[src/rtl/sha256_msg_schedule_pkg.sv]
// Shared SHA-256 schedule definitions: word geometry, controller states and
// the rotate/shift amounts of the two small sigma functions.
package sha256_msg_schedule_pkg;

   localparam int WORD_W    = 32;
   localparam int BLK_WORDS = 16;
   localparam int IDX_W     = 6;

   typedef logic [WORD_W-1:0] word_t;

   typedef enum logic [1:0] {
      IDLE = 2'd0,
      LOAD = 2'd1,
      RUN  = 2'd2
   } state_t;

   localparam int SIG0_ROT_A = 7;
   localparam int SIG0_ROT_B = 18;
   localparam int SIG0_SHR   = 3;
   localparam int SIG1_ROT_A = 17;
   localparam int SIG1_ROT_B = 19;
   localparam int SIG1_SHR   = 10;

   function automatic word_t rotr(input word_t x, input int n);
      return (x >> n) | (x << (WORD_W - n));
   endfunction

endpackage

[src/rtl/sha256_msg_schedule_if.sv]
// Word streams around the schedule expander: message words in (m_*), schedule words out (w_*).
interface sha256_msg_schedule_if;
   import sha256_msg_schedule_pkg::*;

   logic              m_valid;
   logic              m_ready;
   word_t             m_data;
   logic              w_valid;
   logic              w_ready;
   word_t             w_data;
   logic [IDX_W-1:0]  w_idx;

   // master: the surrounding front-end / round core; slave: the expander
   modport master (
      output m_valid, m_data, w_ready,
      input  m_ready, w_valid, w_data, w_idx
   );

   modport slave (
      input  m_valid, m_data, w_ready,
      output m_ready, w_valid, w_data, w_idx
   );

endinterface

[src/rtl/sha256_msg_schedule_sigma.sv]
// Combinational SHA-256 small sigma: rotr(A) ^ rotr(B) ^ shr(S), amounts set per instance.
module sha256_msg_schedule_sigma
   import sha256_msg_schedule_pkg::*;
#(
   parameter int ROT_A = SIG0_ROT_A,
   parameter int ROT_B = SIG0_ROT_B,
   parameter int SHR   = SIG0_SHR
) (
   input  word_t x,
   output word_t y
);

   assign y = rotr(x, ROT_A) ^ rotr(x, ROT_B) ^ (x >> SHR);

endmodule

[src/rtl/sha256_msg_schedule.sv]
// SHA-256 message-schedule expander: loads 16 words into a sliding window and
// streams W[0..NUM_ROUNDS-1], generating W[t>=16] as the window shifts.
module sha256_msg_schedule
   import sha256_msg_schedule_pkg::*;
#(
   parameter int NUM_ROUNDS = 64,
   parameter int BLK_WORDS  = sha256_msg_schedule_pkg::BLK_WORDS
) (
   input  logic                         clk,
   input  logic                         rst_n,
   sha256_msg_schedule_if.slave         bus,
   output logic                         busy,
   output logic                         done
);

   localparam int CNT_W = $clog2(BLK_WORDS);
   localparam logic [CNT_W-1:0] LAST_LOAD = CNT_W'(BLK_WORDS - 1);
   localparam logic [IDX_W-1:0] LAST_IDX  = IDX_W'(NUM_ROUNDS - 1);

   state_t            state;
   state_t            state_nxt;
   word_t             win [BLK_WORDS];
   logic [CNT_W-1:0]  load_cnt;
   logic [IDX_W-1:0]  t;
   logic              done_r;

   logic              m_fire;
   logic              w_fire;
   logic              last_fire;
   word_t             sig0;
   word_t             sig1;
   word_t             new_w;

   assign m_fire    = bus.m_valid && bus.m_ready;
   assign w_fire    = bus.w_valid && bus.w_ready;
   assign last_fire = w_fire && (t == LAST_IDX);

   // m_ready is held low while reset is applied, and for the whole of RUN
   assign bus.m_ready = rst_n && (state != RUN);
   assign bus.w_valid = (state == RUN);
   assign bus.w_data  = win[0];
   assign bus.w_idx   = t;
   assign busy        = (state != IDLE);
   assign done        = done_r;

   sha256_msg_schedule_sigma #(
      .ROT_A (SIG0_ROT_A),
      .ROT_B (SIG0_ROT_B),
      .SHR   (SIG0_SHR)
   ) u_sigma0 (
      .x (win[1]),
      .y (sig0)
   );

   sha256_msg_schedule_sigma #(
      .ROT_A (SIG1_ROT_A),
      .ROT_B (SIG1_ROT_B),
      .SHR   (SIG1_SHR)
   ) u_sigma1 (
      .x (win[BLK_WORDS-2]),
      .y (sig1)
   );

   // W[t+16] from W[t+14], W[t+9], W[t+1], W[t]; carries beyond bit 31 drop naturally
   assign new_w = sig1 + win[BLK_WORDS-7] + sig0 + win[0];

   always_ff @(posedge clk) begin
      if (!rst_n) begin
         state <= IDLE;
      end else begin
         state <= state_nxt;
      end
   end

   always_comb begin
      state_nxt = state;
      case (state)
         IDLE:    if (m_fire) state_nxt = LOAD;
         LOAD:    if (m_fire && (load_cnt == LAST_LOAD)) state_nxt = RUN;
         RUN:     if (last_fire) state_nxt = IDLE;
         default: state_nxt = IDLE;
      endcase
   end

   always_ff @(posedge clk) begin
      if (!rst_n) begin
         load_cnt <= '0;
         t        <= '0;
         done_r   <= 1'b0;
         for (int i = 0; i < BLK_WORDS; i++) begin
            win[i] <= '0;
         end
      end else begin
         done_r <= last_fire;
         // load and shift never overlap: m_ready is low whenever w_valid is high
         if (m_fire) begin
            win[load_cnt] <= bus.m_data;
            load_cnt      <= (load_cnt == LAST_LOAD) ? '0 : load_cnt + 1'b1;
         end
         if (w_fire) begin
            for (int i = 0; i < BLK_WORDS - 1; i++) begin
               win[i] <= win[i+1];
            end
            win[BLK_WORDS-1] <= new_w;
            t <= last_fire ? '0 : t + 1'b1;
         end
      end
   end

endmodule

[src/flat_wrapper.sv]
// flat-port wrapper written by rule: the top's interface ports become plain ports
module sha256_msg_schedule_flat import sha256_msg_schedule_pkg::*;
#(
   parameter int NUM_ROUNDS = 64,
   parameter int BLK_WORDS  = sha256_msg_schedule_pkg::BLK_WORDS
)
  (clk, rst_n, busy, done, bus_m_valid, bus_m_data, bus_w_ready, bus_m_ready, bus_w_valid, bus_w_data, bus_w_idx);
  sha256_msg_schedule_if bus_i ();
  input  logic clk;
  input  logic rst_n;
  output logic busy;
  output logic done;
  input wire logic [$bits(bus_i.m_valid)-1:0] bus_m_valid;
  input wire logic [$bits(bus_i.m_data)-1:0] bus_m_data;
  input wire logic [$bits(bus_i.w_ready)-1:0] bus_w_ready;
  output wire logic [$bits(bus_i.m_ready)-1:0] bus_m_ready;
  output wire logic [$bits(bus_i.w_valid)-1:0] bus_w_valid;
  output wire logic [$bits(bus_i.w_data)-1:0] bus_w_data;
  output wire logic [$bits(bus_i.w_idx)-1:0] bus_w_idx;
  assign bus_i.m_valid = bus_m_valid;
  assign bus_i.m_data = bus_m_data;
  assign bus_i.w_ready = bus_w_ready;
  assign bus_m_ready = bus_i.m_ready;
  assign bus_w_valid = bus_i.w_valid;
  assign bus_w_data = bus_i.w_data;
  assign bus_w_idx = bus_i.w_idx;
  sha256_msg_schedule #(.NUM_ROUNDS(NUM_ROUNDS), .BLK_WORDS(BLK_WORDS)) u_core (.clk(clk), .rst_n(rst_n), .bus(bus_i), .busy(busy), .done(done));
endmodule
[config.mk]
export PLATFORM = sky130hd
export DESIGN_NAME = sha256_msg_schedule_flat
export DESIGN_NICKNAME = d
export VERILOG_FILES = /design/src/rtl/sha256_msg_schedule_pkg.sv /design/src/rtl/sha256_msg_schedule_if.sv /design/src/rtl/sha256_msg_schedule_sigma.sv /design/src/rtl/sha256_msg_schedule.sv /design/src/flat_wrapper.sv
export SDC_FILE = /design/constraint.sdc
export NUM_CORES = 1
export LEC_CHECK = 0
export CORE_MARGIN = 3
export CORE_UTILIZATION = 64
export CTS_BUF_LIST = sky130_fd_sc_hd__clkbuf_8
export DETAILED_ROUTE_END_ITERATION = 10
export GPL_TIMING_DRIVEN = 1
export MAX_ROUTING_LAYER = met4
export PLACE_DENSITY = 0.82
export REMOVE_ABC_BUFFERS = 1
export SLEW_MARGIN = 20
export SYNTH_ARGS = -nofsm -noshare
export SYNTH_HDL_FRONTEND = slang
export SYNTH_SLANG_ARGS = --single-unit
[constraint.sdc]
create_clock -name clk -period 4.46 [get_ports clk]
set_input_delay 0.892 -clock clk [delete_from_list [all_inputs] [get_ports clk]]
set_output_delay 0.892 -clock clk [all_outputs]
set_load 0.02 [all_outputs]
==> out/results.ini <==
[synthesis]
syn_inst = 2245
synth-edff-count = 512
synthTopCellsByArea = edfxtp_1 (58%), a22o_1 (11%), nand2_1 (5.4%)
synth.avg_cell_area_um2 = 11.9
ys.flop_type = edfxtp_1
synthArstFlopShare_pct = 0
ys_ff_latch = 525
yosysTopAreaCell = edfxtp_1
synth_top_area_share_pct = 57.7
synth-seq-area-share_pct = 58.7
synth_cell_types = 68
netlist_area_um2 = 26600
yosys_warnings = 0

[cts]
hold_buffers = 0
cts_buffers = 85
cts_sinks = 525
cts_tree = built
h-tree-depth = 3
cts_max_path_buffers = 3
clkTransAtPathRegs_ns = 0.07
cts_root_buffer = clkbuf_8
clk_latency_ns = 0.68

[global_routing]
grt_pass1_vias = 18500
grt_antenna_before_repair = 2
gr-total-overflow = 0
grt_max_degree = 182
grt_pass1_wl_mm = 120
track_usage_pct = 38.0

[setup_path]
crit_arrival_ns = 4.83
crit_path_end_kind = register
cp_max_fo = 6
criticalPathCategory = reg2reg
required_ns = 4.98
cp-start-kind = register

[routing]
ant_nets = 0
wire_per_inst_um = 28.0
drt_wl_total_mm = 80.9
vias = 19300
firstDrtPassIters = 6
drc = 0
first_iter_violations = 2667
viasPerCell = 6.69

[floorplan]
pin_count = 78
core_area_um2 = 41000
die_width_um = 210
die_area_um2 = 44100
die_h_um = 210
num_rows = 74
initial_utilization_pct = 64.9

[placed_design]
portBuffers = 77
gp_congestion = 1.01
dp_hpwl_mm = 53.9
placed_cell_area_um2 = 28200

[sta]
setup-violations-final = 0
rsz0062_at_grt = true
slew_headroom_pct = 30.8
finalCritPeriodShare_pct = 96.8
period_minus_slack_ns = 4.32
worst_pin_slew_ns = 1.04
fin_hold_ws_ns = 0.485
fmax_mhz = 232
hold_viol = 0
finalClockSkew_ns = 0.0399
report.final.slew_viol_count = 0

[pwr]
report.power.total_mw = 16.7
p_leak_nw = 11.3
ir_drop_mv = 0.357
power_density_nw_per_um2 = 562

[run]
max_cap_violations = 0

[final_layout]
design_area_um2 = 29800
final_nets = 2422
drive_above_1_share_pct = 10.0
area_growth_pct = 11.9

[worst_hold_path]
hold_path.class = reg2reg

[run_status]
status = finished, final reports clean

[cell usage after synthesis, types with 3 or more instances]
| library cell | number |
|---|---|
| nor2_1 | 26 |
| clkbuf_1 | 142 |
| o21bai_1 | 6 |
| fa_1 | 62 |
| a211o_1 | 3 |
| inv_1 | 150 |
| and3_1 | 13 |
| ha_1 | 36 |
| and2_1 | 10 |
| o21ai_0 | 205 |
| o31ai_1 | 3 |
| dfxtp_1 | 13 |
| a21oi_1 | 34 |
| o21ai_1 | 3 |
| nor2b_1 | 4 |
| nand2_1 | 380 |
| nand3_1 | 15 |
| buf_1 | 34 |
| nor3_1 | 11 |
| or3_1 | 7 |
| edfxtp_1 | 512 |
| or2_2 | 3 |
| xor2_1 | 27 |
| o211ai_1 | 4 |
| a22o_1 | 323 |
| a21o_1 | 15 |
| buf_2 | 25 |
| xnor2_1 | 116 |
| nand4_1 | 6 |
| nand2b_1 | 11 |
| a211oi_1 | 4 |
[timing repair]
action | 4_1_cts | 5_1_grt
pin swaps | 0 | 4
endpoints found under the hold margin | 0 | 0
gates resized for setup | 1 | 16
setup buffers | 0 | 7
endpoints found under the setup margin | 1 | 10
[where the power goes]
group	switching, mW	internal, mW	total [mW]
clock network	1.96	1.84	3.80
registers	0.296	6.01	6.31
logic	4.03	2.61	6.64
total	6.28	10.5	16.7
[worst max-delay path, cell delays in order, from the launching register on]
cell and delay [ns]:
edfxtp_1 0.58, xnor2_1 0.53, xnor2_1 0.19, fa_1 0.53, inv_1 0.05, fa_1 0.36, inv_1 0.07, ha_1 0.30
and2_1 0.25, a21boi_1 0.26, o21ai_0 0.14, a21o_1 0.19, a221o_1 0.37, a211o_1 0.24, o211ai_1 0.09
[registers in the layout, indices dropped and copies added, names as in the netlist]
register,cells
u_core.done,1
u_core.win,512
u_core.bus.w_idx,6
u_core.state,2
u_core.load_cnt,4
[layout make-up]
class | instances | area (µm²)
flip-flops and latches | 525 | 15600
fillers | 2724 | 11200
multi-input cells | 1369 | 9960
repair buffers | 157 | 1490
clock buffers | 85 | 1170
well taps | 532 | 666
inverters | 150 | 563
clock inverters | 67 | 327
diodes | 2 | 5.00
[per-layer routing]
metal  vias up  GRT usage (%)  routed length (µm)
met3       211           7.61                9130
met4         0           13.8                3530
met1      9511           51.9               30200
met5         -              -                   0
li1       8194              -                   -
met2      1405           57.9               38000
[cells in the final DEF, fill, tap and decap left out, types with 5 or more instances in the layout]
master	count
dfxtp_1	13
ha_1	35
xnor2_1	111
nor2_2	7
and2_1	10
and3_1	12
nand4_1	6
o21bai_1	6
a22o_1	323
clkinv_1	15
fa_1	62
inv_1	189
clkdlybuf4s50_1	76
xor2_1	27
xnor2_2	5
a21oi_1	33
nand2_1	380
nand3_1	15
buf_12	9
nor2_1	14
o21ai_0	192
nand2b_1	9
or3_1	7
edfxtp_1	512
nor3_1	8
buf_4	71
nor2_4	5
clkbuf_8	85
a21o_1	15
o21ai_4	11
[metrics by stage]
stage / std cells / TNS, ns / util [%] / setup WS, ns
floorplan: 2044 / -856.42 / - / -2.69
global placement: 2726 / 0 / 68.6 / 0.0157
detailed placement: 2726 / -0.0451 / 68.6 / -0.0451
CTS: 2878 / 0 / 72.3 / 0.0522
global route: 2887 / -0.0489 / 72.7 / -0.0297
finish: 2887 / 0 / 72.7 / 0.145
[final timing paths]
path                           startpoint                      endpoint  slack (ns)  cells past startpoint
max           u_core.win[1][25]$_DFFE_PP_  u_core.win[15][29]$_DFFE_PP_        0.14                     14
min          u_core.state[1]$_SDFFE_PN0P_  u_core.state[0]$_SDFFE_PN0P_        0.48                      1
max reg2reg   u_core.win[1][25]$_DFFE_PP_  u_core.win[15][29]$_DFFE_PP_        0.14                     14
min reg2reg  u_core.state[1]$_SDFFE_PN0P_  u_core.state[0]$_SDFFE_PN0P_        0.48                      1
[cell families after synthesis]
kind of cell | Yosys count | synth area share [%]
compound gates | 630 | 17.3
xor+xnor | 143 | 4.70
fa+ha+maj | 98 | 6.35
buf+inv | 351 | 5.06
flops | 525 | 58.7
mux | 1 | 0.0376
simple gates | 497 | 7.84
No activity file was read; power rests on OpenSTA's default activity.
